`src/rtl/iter_divider_pkg.sv`:
```
// Shared definitions for the iterative restoring divider: operand width,
// fixed latency and the controller state encoding.
package iter_divider_pkg;

   localparam int DIV_WIDTH = 32;

   function automatic int div_latency(input int width);
      return width + 1;
   endfunction

   localparam int DIV_LATENCY = div_latency(DIV_WIDTH);

   typedef enum logic [1:0] {
      ST_IDLE = 2'd0,
      ST_BUSY = 2'd1,
      ST_DONE = 2'd2
   } div_state_e;

endpackage

```
`src/rtl/iter_divider_if.sv`:
```
// Operand/result stream bundle between the EX-stage multiply/divide unit
// (master) and the divider (slave).
interface iter_divider_if
   import iter_divider_pkg::*;
#(
   parameter int WIDTH = DIV_WIDTH
);

   logic [WIDTH-1:0]   s_axis_dividend_tdata;
   logic               s_axis_dividend_tvalid;
   logic [WIDTH-1:0]   s_axis_divisor_tdata;
   logic               s_axis_divisor_tvalid;
   logic               s_axis_tready;
   logic [2*WIDTH-1:0] m_axis_dout_tdata;
   logic               m_axis_dout_tvalid;
   logic               m_axis_dout_divzero;

   modport master (
      output s_axis_dividend_tdata, s_axis_dividend_tvalid,
      output s_axis_divisor_tdata, s_axis_divisor_tvalid,
      input  s_axis_tready,
      input  m_axis_dout_tdata, m_axis_dout_tvalid, m_axis_dout_divzero
   );

   modport slave (
      input  s_axis_dividend_tdata, s_axis_dividend_tvalid,
      input  s_axis_divisor_tdata, s_axis_divisor_tvalid,
      output s_axis_tready,
      output m_axis_dout_tdata, m_axis_dout_tvalid, m_axis_dout_divzero
   );

endinterface

```
`src/rtl/iter_divider_div_step.sv`:
```
// One restoring-division step: shift {remainder, dividend} left by one and
// keep the trial difference when the divisor fits.
module div_step
   import iter_divider_pkg::*;
#(
   parameter int WIDTH = DIV_WIDTH
) (
   input  logic [WIDTH-1:0] rem_i,
   input  logic [WIDTH-1:0] dvd_i,
   input  logic [WIDTH-1:0] dvs_i,
   output logic [WIDTH-1:0] rem_o,
   output logic [WIDTH-1:0] dvd_o,
   output logic             q_bit_o
);

   logic [WIDTH:0] rem_shift;
   logic [WIDTH:0] diff;
   logic           borrow;

   // NOTE: every output and temporary is assigned on every path through this
   // block, so it stays purely combinational and no latch is inferred.
   always_comb begin
      rem_shift      = {rem_i, dvd_i[WIDTH-1]};
      {borrow, diff} = {1'b0, rem_shift} - {2'b00, dvs_i};
      q_bit_o        = ~borrow;
      rem_o          = q_bit_o ? WIDTH'(diff) : WIDTH'(rem_shift);
      // lsb left clear; the caller inserts the quotient bit there
      dvd_o          = {dvd_i[WIDTH-2:0], 1'b0};
   end

endmodule

```
`src/rtl/iter_divider.sv`:
```
// Fixed-latency unsigned divider: one restoring step per cycle, quotient
// collected in the dividend register, result presented as a one-cycle pulse.
module iter_divider
   import iter_divider_pkg::*;
#(
   parameter int WIDTH   = DIV_WIDTH,
   parameter int LATENCY = div_latency(WIDTH)
) (
   input  logic          clk,
   input  logic          rst,
   input  logic          flush,
   iter_divider_if.slave bus
);

   localparam int CNT_W = $clog2(LATENCY);

   div_state_e         state_q;
   logic [WIDTH-1:0]   rem_q;
   logic [WIDTH-1:0]   dvd_q;
   logic [WIDTH-1:0]   dvs_q;
   logic [CNT_W-1:0]   cnt_q;
   logic [2*WIDTH-1:0] tdata_q;
   logic               tvalid_q;
   logic               divzero_q;

   logic [WIDTH-1:0]   rem_d;
   logic [WIDTH-1:0]   dvd_d;
   logic [WIDTH-1:0]   quo_d;
   logic               q_bit;
   logic               operands_valid;

   div_step #(.WIDTH(WIDTH)) u_step (
      .rem_i   (rem_q),
      .dvd_i   (dvd_q),
      .dvs_i   (dvs_q),
      .rem_o   (rem_d),
      .dvd_o   (dvd_d),
      .q_bit_o (q_bit)
   );

   assign quo_d          = dvd_d | WIDTH'(q_bit);
   assign operands_valid = bus.s_axis_dividend_tvalid & bus.s_axis_divisor_tvalid;

   // NOTE: all state is updated with non-blocking assignments so every register
   // samples pre-edge values, independent of statement order.
   always_ff @(posedge clk) begin
      if (rst) begin
         state_q   <= ST_IDLE;
         rem_q     <= '0;
         dvd_q     <= '0;
         dvs_q     <= '0;
         cnt_q     <= '0;
         tdata_q   <= '0;
         tvalid_q  <= 1'b0;
         divzero_q <= 1'b0;
      end else begin
         tvalid_q <= 1'b0;
         if (flush) begin
            state_q <= ST_IDLE;
         end else begin
            unique case (state_q)
               ST_IDLE: begin
                  if (operands_valid) begin
                     dvd_q   <= bus.s_axis_dividend_tdata;
                     dvs_q   <= bus.s_axis_divisor_tdata;
                     rem_q   <= '0;
                     cnt_q   <= CNT_W'(LATENCY - 1);
                     state_q <= ST_BUSY;
                  end
               end
               ST_BUSY: begin
                  rem_q <= rem_d;
                  dvd_q <= quo_d;
                  cnt_q <= cnt_q - CNT_W'(1);
                  // a zero divisor never borrows, so it naturally yields all-ones / dividend
                  if (cnt_q == CNT_W'(1)) begin
                     state_q   <= ST_DONE;
                     tvalid_q  <= 1'b1;
                     tdata_q   <= {quo_d, rem_d};
                     divzero_q <= (dvs_q == '0);
                  end
               end
               ST_DONE: state_q <= ST_IDLE;
               default: state_q <= ST_IDLE;
            endcase
         end
      end
   end

   assign bus.s_axis_tready       = (state_q == ST_IDLE);
   assign bus.m_axis_dout_tdata   = tdata_q;
   assign bus.m_axis_dout_tvalid  = tvalid_q;
   assign bus.m_axis_dout_divzero = divzero_q;

endmodule

```
`src/flat_wrapper.sv`:
```
// flat-port wrapper written by rule: the top's interface ports become plain ports
module iter_divider_flat import iter_divider_pkg::*;
#(
   parameter int WIDTH   = DIV_WIDTH,
   parameter int LATENCY = div_latency(WIDTH)
)
  (clk, rst, flush, bus_s_axis_dividend_tdata, bus_s_axis_dividend_tvalid, bus_s_axis_divisor_tdata, bus_s_axis_divisor_tvalid, bus_s_axis_tready, bus_m_axis_dout_tdata, bus_m_axis_dout_tvalid, bus_m_axis_dout_divzero);
  iter_divider_if #(.WIDTH(WIDTH)) bus_i ();
  input  logic clk;
  input  logic rst;
  input  logic flush;
  input wire logic [$bits(bus_i.s_axis_dividend_tdata)-1:0] bus_s_axis_dividend_tdata;
  input wire logic [$bits(bus_i.s_axis_dividend_tvalid)-1:0] bus_s_axis_dividend_tvalid;
  input wire logic [$bits(bus_i.s_axis_divisor_tdata)-1:0] bus_s_axis_divisor_tdata;
  input wire logic [$bits(bus_i.s_axis_divisor_tvalid)-1:0] bus_s_axis_divisor_tvalid;
  output wire logic [$bits(bus_i.s_axis_tready)-1:0] bus_s_axis_tready;
  output wire logic [$bits(bus_i.m_axis_dout_tdata)-1:0] bus_m_axis_dout_tdata;
  output wire logic [$bits(bus_i.m_axis_dout_tvalid)-1:0] bus_m_axis_dout_tvalid;
  output wire logic [$bits(bus_i.m_axis_dout_divzero)-1:0] bus_m_axis_dout_divzero;
  assign bus_i.s_axis_dividend_tdata = bus_s_axis_dividend_tdata;
  assign bus_i.s_axis_dividend_tvalid = bus_s_axis_dividend_tvalid;
  assign bus_i.s_axis_divisor_tdata = bus_s_axis_divisor_tdata;
  assign bus_i.s_axis_divisor_tvalid = bus_s_axis_divisor_tvalid;
  assign bus_s_axis_tready = bus_i.s_axis_tready;
  assign bus_m_axis_dout_tdata = bus_i.m_axis_dout_tdata;
  assign bus_m_axis_dout_tvalid = bus_i.m_axis_dout_tvalid;
  assign bus_m_axis_dout_divzero = bus_i.m_axis_dout_divzero;
  iter_divider #(.WIDTH(WIDTH), .LATENCY(LATENCY)) u_core (.clk(clk), .rst(rst), .flush(flush), .bus(bus_i));
endmodule
```
`config.mk`:
```
export PLATFORM = sky130hd
export DESIGN_NAME = iter_divider_flat
export DESIGN_NICKNAME = d
export VERILOG_FILES = /design/src/rtl/iter_divider_pkg.sv /design/src/rtl/iter_divider_if.sv /design/src/rtl/iter_divider_div_step.sv /design/src/rtl/iter_divider.sv /design/src/flat_wrapper.sv
export SDC_FILE = /design/constraint.sdc
export NUM_CORES = 1
export LEC_CHECK = 0
export BUFFER_PORTS_ARGS = -buffer_cell sky130_fd_sc_hd__buf_2
export CAP_MARGIN = 20
export CORE_MARGIN = 2
export CORE_UTILIZATION = 40
export CTS_BUF_LIST = sky130_fd_sc_hd__clkbuf_4
export DETAILED_ROUTE_END_ITERATION = 8
export GPL_TIMING_DRIVEN = 0
export SKIP_LAST_GASP = 1
export SYNTH_ARGS = -nofsm -noshare
export SYNTH_HDL_FRONTEND = slang
export SYNTH_SLANG_ARGS = --single-unit
export TNS_END_PERCENT = 50
```
`constraint.sdc`:
```
create_clock -name clk -period 3.6 [get_ports clk]
set_input_delay 0.18 -clock clk [delete_from_list [all_inputs] [get_ports clk]]
set_output_delay 0.18 -clock clk [all_outputs]
set_load 0.03 [all_outputs]
```
==> flow_metrics.py <==
metrics = {
    "placement": {
        "placed_area_mm2": 0.00932,
        "place_hpwl_mm": 18.2,
        "placed_cells": 1441,
        "port_buffers": 134,
        "gp_congestion": 0.895,
    },
    "logic_synthesis": {
        "avgSynthCellArea_um2": 8.02,
        "synth-edff-count": 0,
        "synth_cell_types": 57,
        "syn_nets": 1141,
        "synthCells": 1037,
        "async_reset_ff_share_pct": 0,
        "mappedNetlistArea_mm2": 0.00831,
        "yosysWarnings": 0,
        "synth_flop_cell": "dfxtp_1",
        "synth-seq-cells": 170,
        "yosysSeqAreaShare_pct": 40.9,
    },
    "drt": {
        "drc": 0,
        "drt_iter0_drc": 444,
        "firstDrtPassIters": 5,
        "antenna_left": 0,
        "viasPerCell": 5.16,
        "routed_wl_mm": 24.5,
        "wire_per_inst_um": 15.9,
        "vias": 7941,
    },
    "timing": {
        "tightest_slew_ns": 0.756,
        "relSlewSlack_pct": 49.4,
        "tns_ns": 0,
        "skew_ns": 0.0219,
        "setup_viol": 0,
        "clock.fmax_mhz": 304,
        "min_period_over_period_pct": 91.4,
        "timing.hold.ws_ns": 0.167,
        "rsz0062_at_grt": "no",
        "fin_crit_ns": 3.29,
        "finalMaxSlewViolations": 0,
        "hold_viol": 0,
    },
    "clocking": {
        "cts-resized-gates": 0,
        "cts-root-buf": "clkbuf_4",
        "clk_latency_ns": 0.59,
        "cts_buffers": 17,
        "tritoncts": "built",
        "clock_path_buffers": 2,
        "htreeDepth": 4,
        "cts_hold_buf": 65,
        "cts_num_sinks": 170,
        "path_clk_slew_ns": 0.14,
        "postCtsSetupBuffers": 0,
    },
    "global_routing": {
        "grt_max_degree": 18,
        "grt_pass1_vias": 7649,
        "grt_usage_pct": 22.6,
        "grt_pass1_wl_mm": 39.6,
        "grt.overflow.total": 0,
        "grt_antenna_before_repair": 1,
    },
    "worst_setup_path": {
        "required_ns": 4.10,
        "crit_type": "flop to flop",
        "startpoint_type": "flop",
        "end_kind": "flop",
        "worst_ep_arrival_time_ns": 3.79,
        "worstPathMaxFanout": 4,
    },
    "cells_and_area": {
        "fin_nets": 1359,
        "postLayoutCellArea_mm2": 0.0103,
        "drive_above_1_share_pct": 14.9,
        "fillers": 2067,
        "syn_to_final_growth_pct": 23.4,
        "final_cells": 1539,
    },
    "floorplan": {
        "fp-row-count": 52,
        "io-pin-count": 136,
        "die_x_um": 148,
        "fp.dieH_um": 148,
        "core_mm2": 0.0203,
        "die-area_mm2": 0.0219,
        "start_util_pct": 40.9,
    },
    "run_status": {
        "outcome": "complete, no violations",
    },
    "power": {
        "powerDensity_mw_per_mm2": 411,
        "peakVddDrop_mv": 0.184,
        "finalPower_uw": 4220,
        "power_leakage_uw": 0.00423,
    },
    "min_path": {
        "hold_class": "input pin to flop",
    },
    "run": {
        "cap_violations": 0,
    },
}
-- sequential cells by signal, summed over array words and instances (netlist names) --
name,flops
u_core.bus.m_axis_dout_tdata,64
u_core.dvd_q,32
u_core.dvs_q,32
u_core.rem_q,32
u_core.cnt_q,6
u_core.state_q,2
u_core.bus.m_axis_dout_divzero,1
u_core.bus.m_axis_dout_tvalid,1
-- layout by cell type, fill, tap and decap left out, types with 45 or more instances in the layout --
cell and count:
a211oi_1 59, a21oi_1 104, buf_2 140, clkbuf_1 60, dfxtp_1 170, dlygate4sd3_1 65, mux2i_1 45, nand2_1 199
nor2_1 94, o21ai_0 59
-- through the flow --
step	utilization, %	setup WS, ns
after floorplan	-	0.927
after global placement	45.9	0.397
after detailed placement	45.9	0.347
after CTS	50.5	0.317
after global routing	50.5	0.0824
final	50.5	0.309
-- worst paths after layout --
path,slack (ns),from,to,depth (start not counted)
setup / recovery,0.31,u_core.dvd_q[31],u_core.bus.m_axis_dout_tdata[24],13
hold / removal,0.17,bus_s_axis_divisor_tvalid,u_core.dvs_q[31],5
setup reg to reg,0.31,u_core.dvd_q[31],u_core.bus.m_axis_dout_tdata[24],13
hold reg to reg,0.46,u_core.bus.m_axis_dout_tdata[63],u_core.bus.m_axis_dout_tdata[63],2
-- metal layers --
| metal | global-route usage (%) | vias up | wire, um |
|---|---|---|---|
| met4 | 7.48 | 0 | 503 |
| li1 | - | 4033 | - |
| met5 | 0 | - | 0 |
| met1 | 32.2 | 3687 | 12100 |
| met3 | 3.31 | 33 | 1230 |
| met2 | 35.0 | 188 | 10700 |
-- synthesized netlist by cell type (5+ instances only) --
cell      instances  area [um2]
a211oi_1         59         443
a21o_1            9        67.6
a21oi_1         104         521
and2_1            5        31.3
buf_2             6        30.0
clkbuf_1         60         225
dfxtp_1         170        3400
ha_1             34         425
inv_1            40         150
mux2i_1          45         450
nand2_1         199         747
nand3_1          12        60.1
nand4_1           9        56.3
nor2_1           94         353
nor2b_1           5        31.3
nor3_1            9        45.0
nor4_1           11        68.8
o21a_1           10        75.1
o21ai_0          59         295
o21bai_1          6        45.0
xnor2_1          17         149
xor2_1           11        96.3
-- power breakdown --
part | leakage, uW | internal (uW) | total, uW | switching [uW]
Sequential | 0.00138 | 1930 | 1970 | 40.5
Combinational | 0.00271 | 455 | 1120 | 662
Clock | 0.000147 | 370 | 1130 | 758
-- worst max-delay path, stage by stage, from the launching register on --
cell and delay, ns:
dfxtp_1 0.34, inv_1 0.07, ha_1 0.16, inv_1 0.05, fa_1 0.41, a21o_1 0.21
a221oi_2 0.41, o21ai_1 0.21, a22o_1 0.28, o21ai_0 0.41, nor2b_1 0.21, xnor2_1 0.13
mux2i_1 0.10, a211oi_1 0.21
-- cell families after synthesis --
| logic type | after synthesis | share of synthesized area, % |
|---|---|---|
| xor gates and xnor gates | 28 | 2.95 |
| AOI/OAI and AO/OA | 286 | 21.7 |
| muxes | 45 | 5.42 |
| and+or+nand+nor | 365 | 18.5 |
| DFF | 170 | 40.9 |
| buffers and inverters | 108 | 5.15 |
| adders and majority gates | 35 | 5.36 |
-- cell type report --
type	count	area (um2)	share of cell area, %
Clock buffer	17	128	1.24
Antenna cell	1	2.50	0.0244
Timing Repair Buffer	199	1320	12.9
Sequential cell	170	3400	33.2
Buffer	68	278	2.71
Tap cell	270	338	3.29
Clock inverter	15	155	1.51
Multi-Input combinational cell	759	4480	43.7
Inverter	40	150	1.46
(Power assumes the default switching activity.)
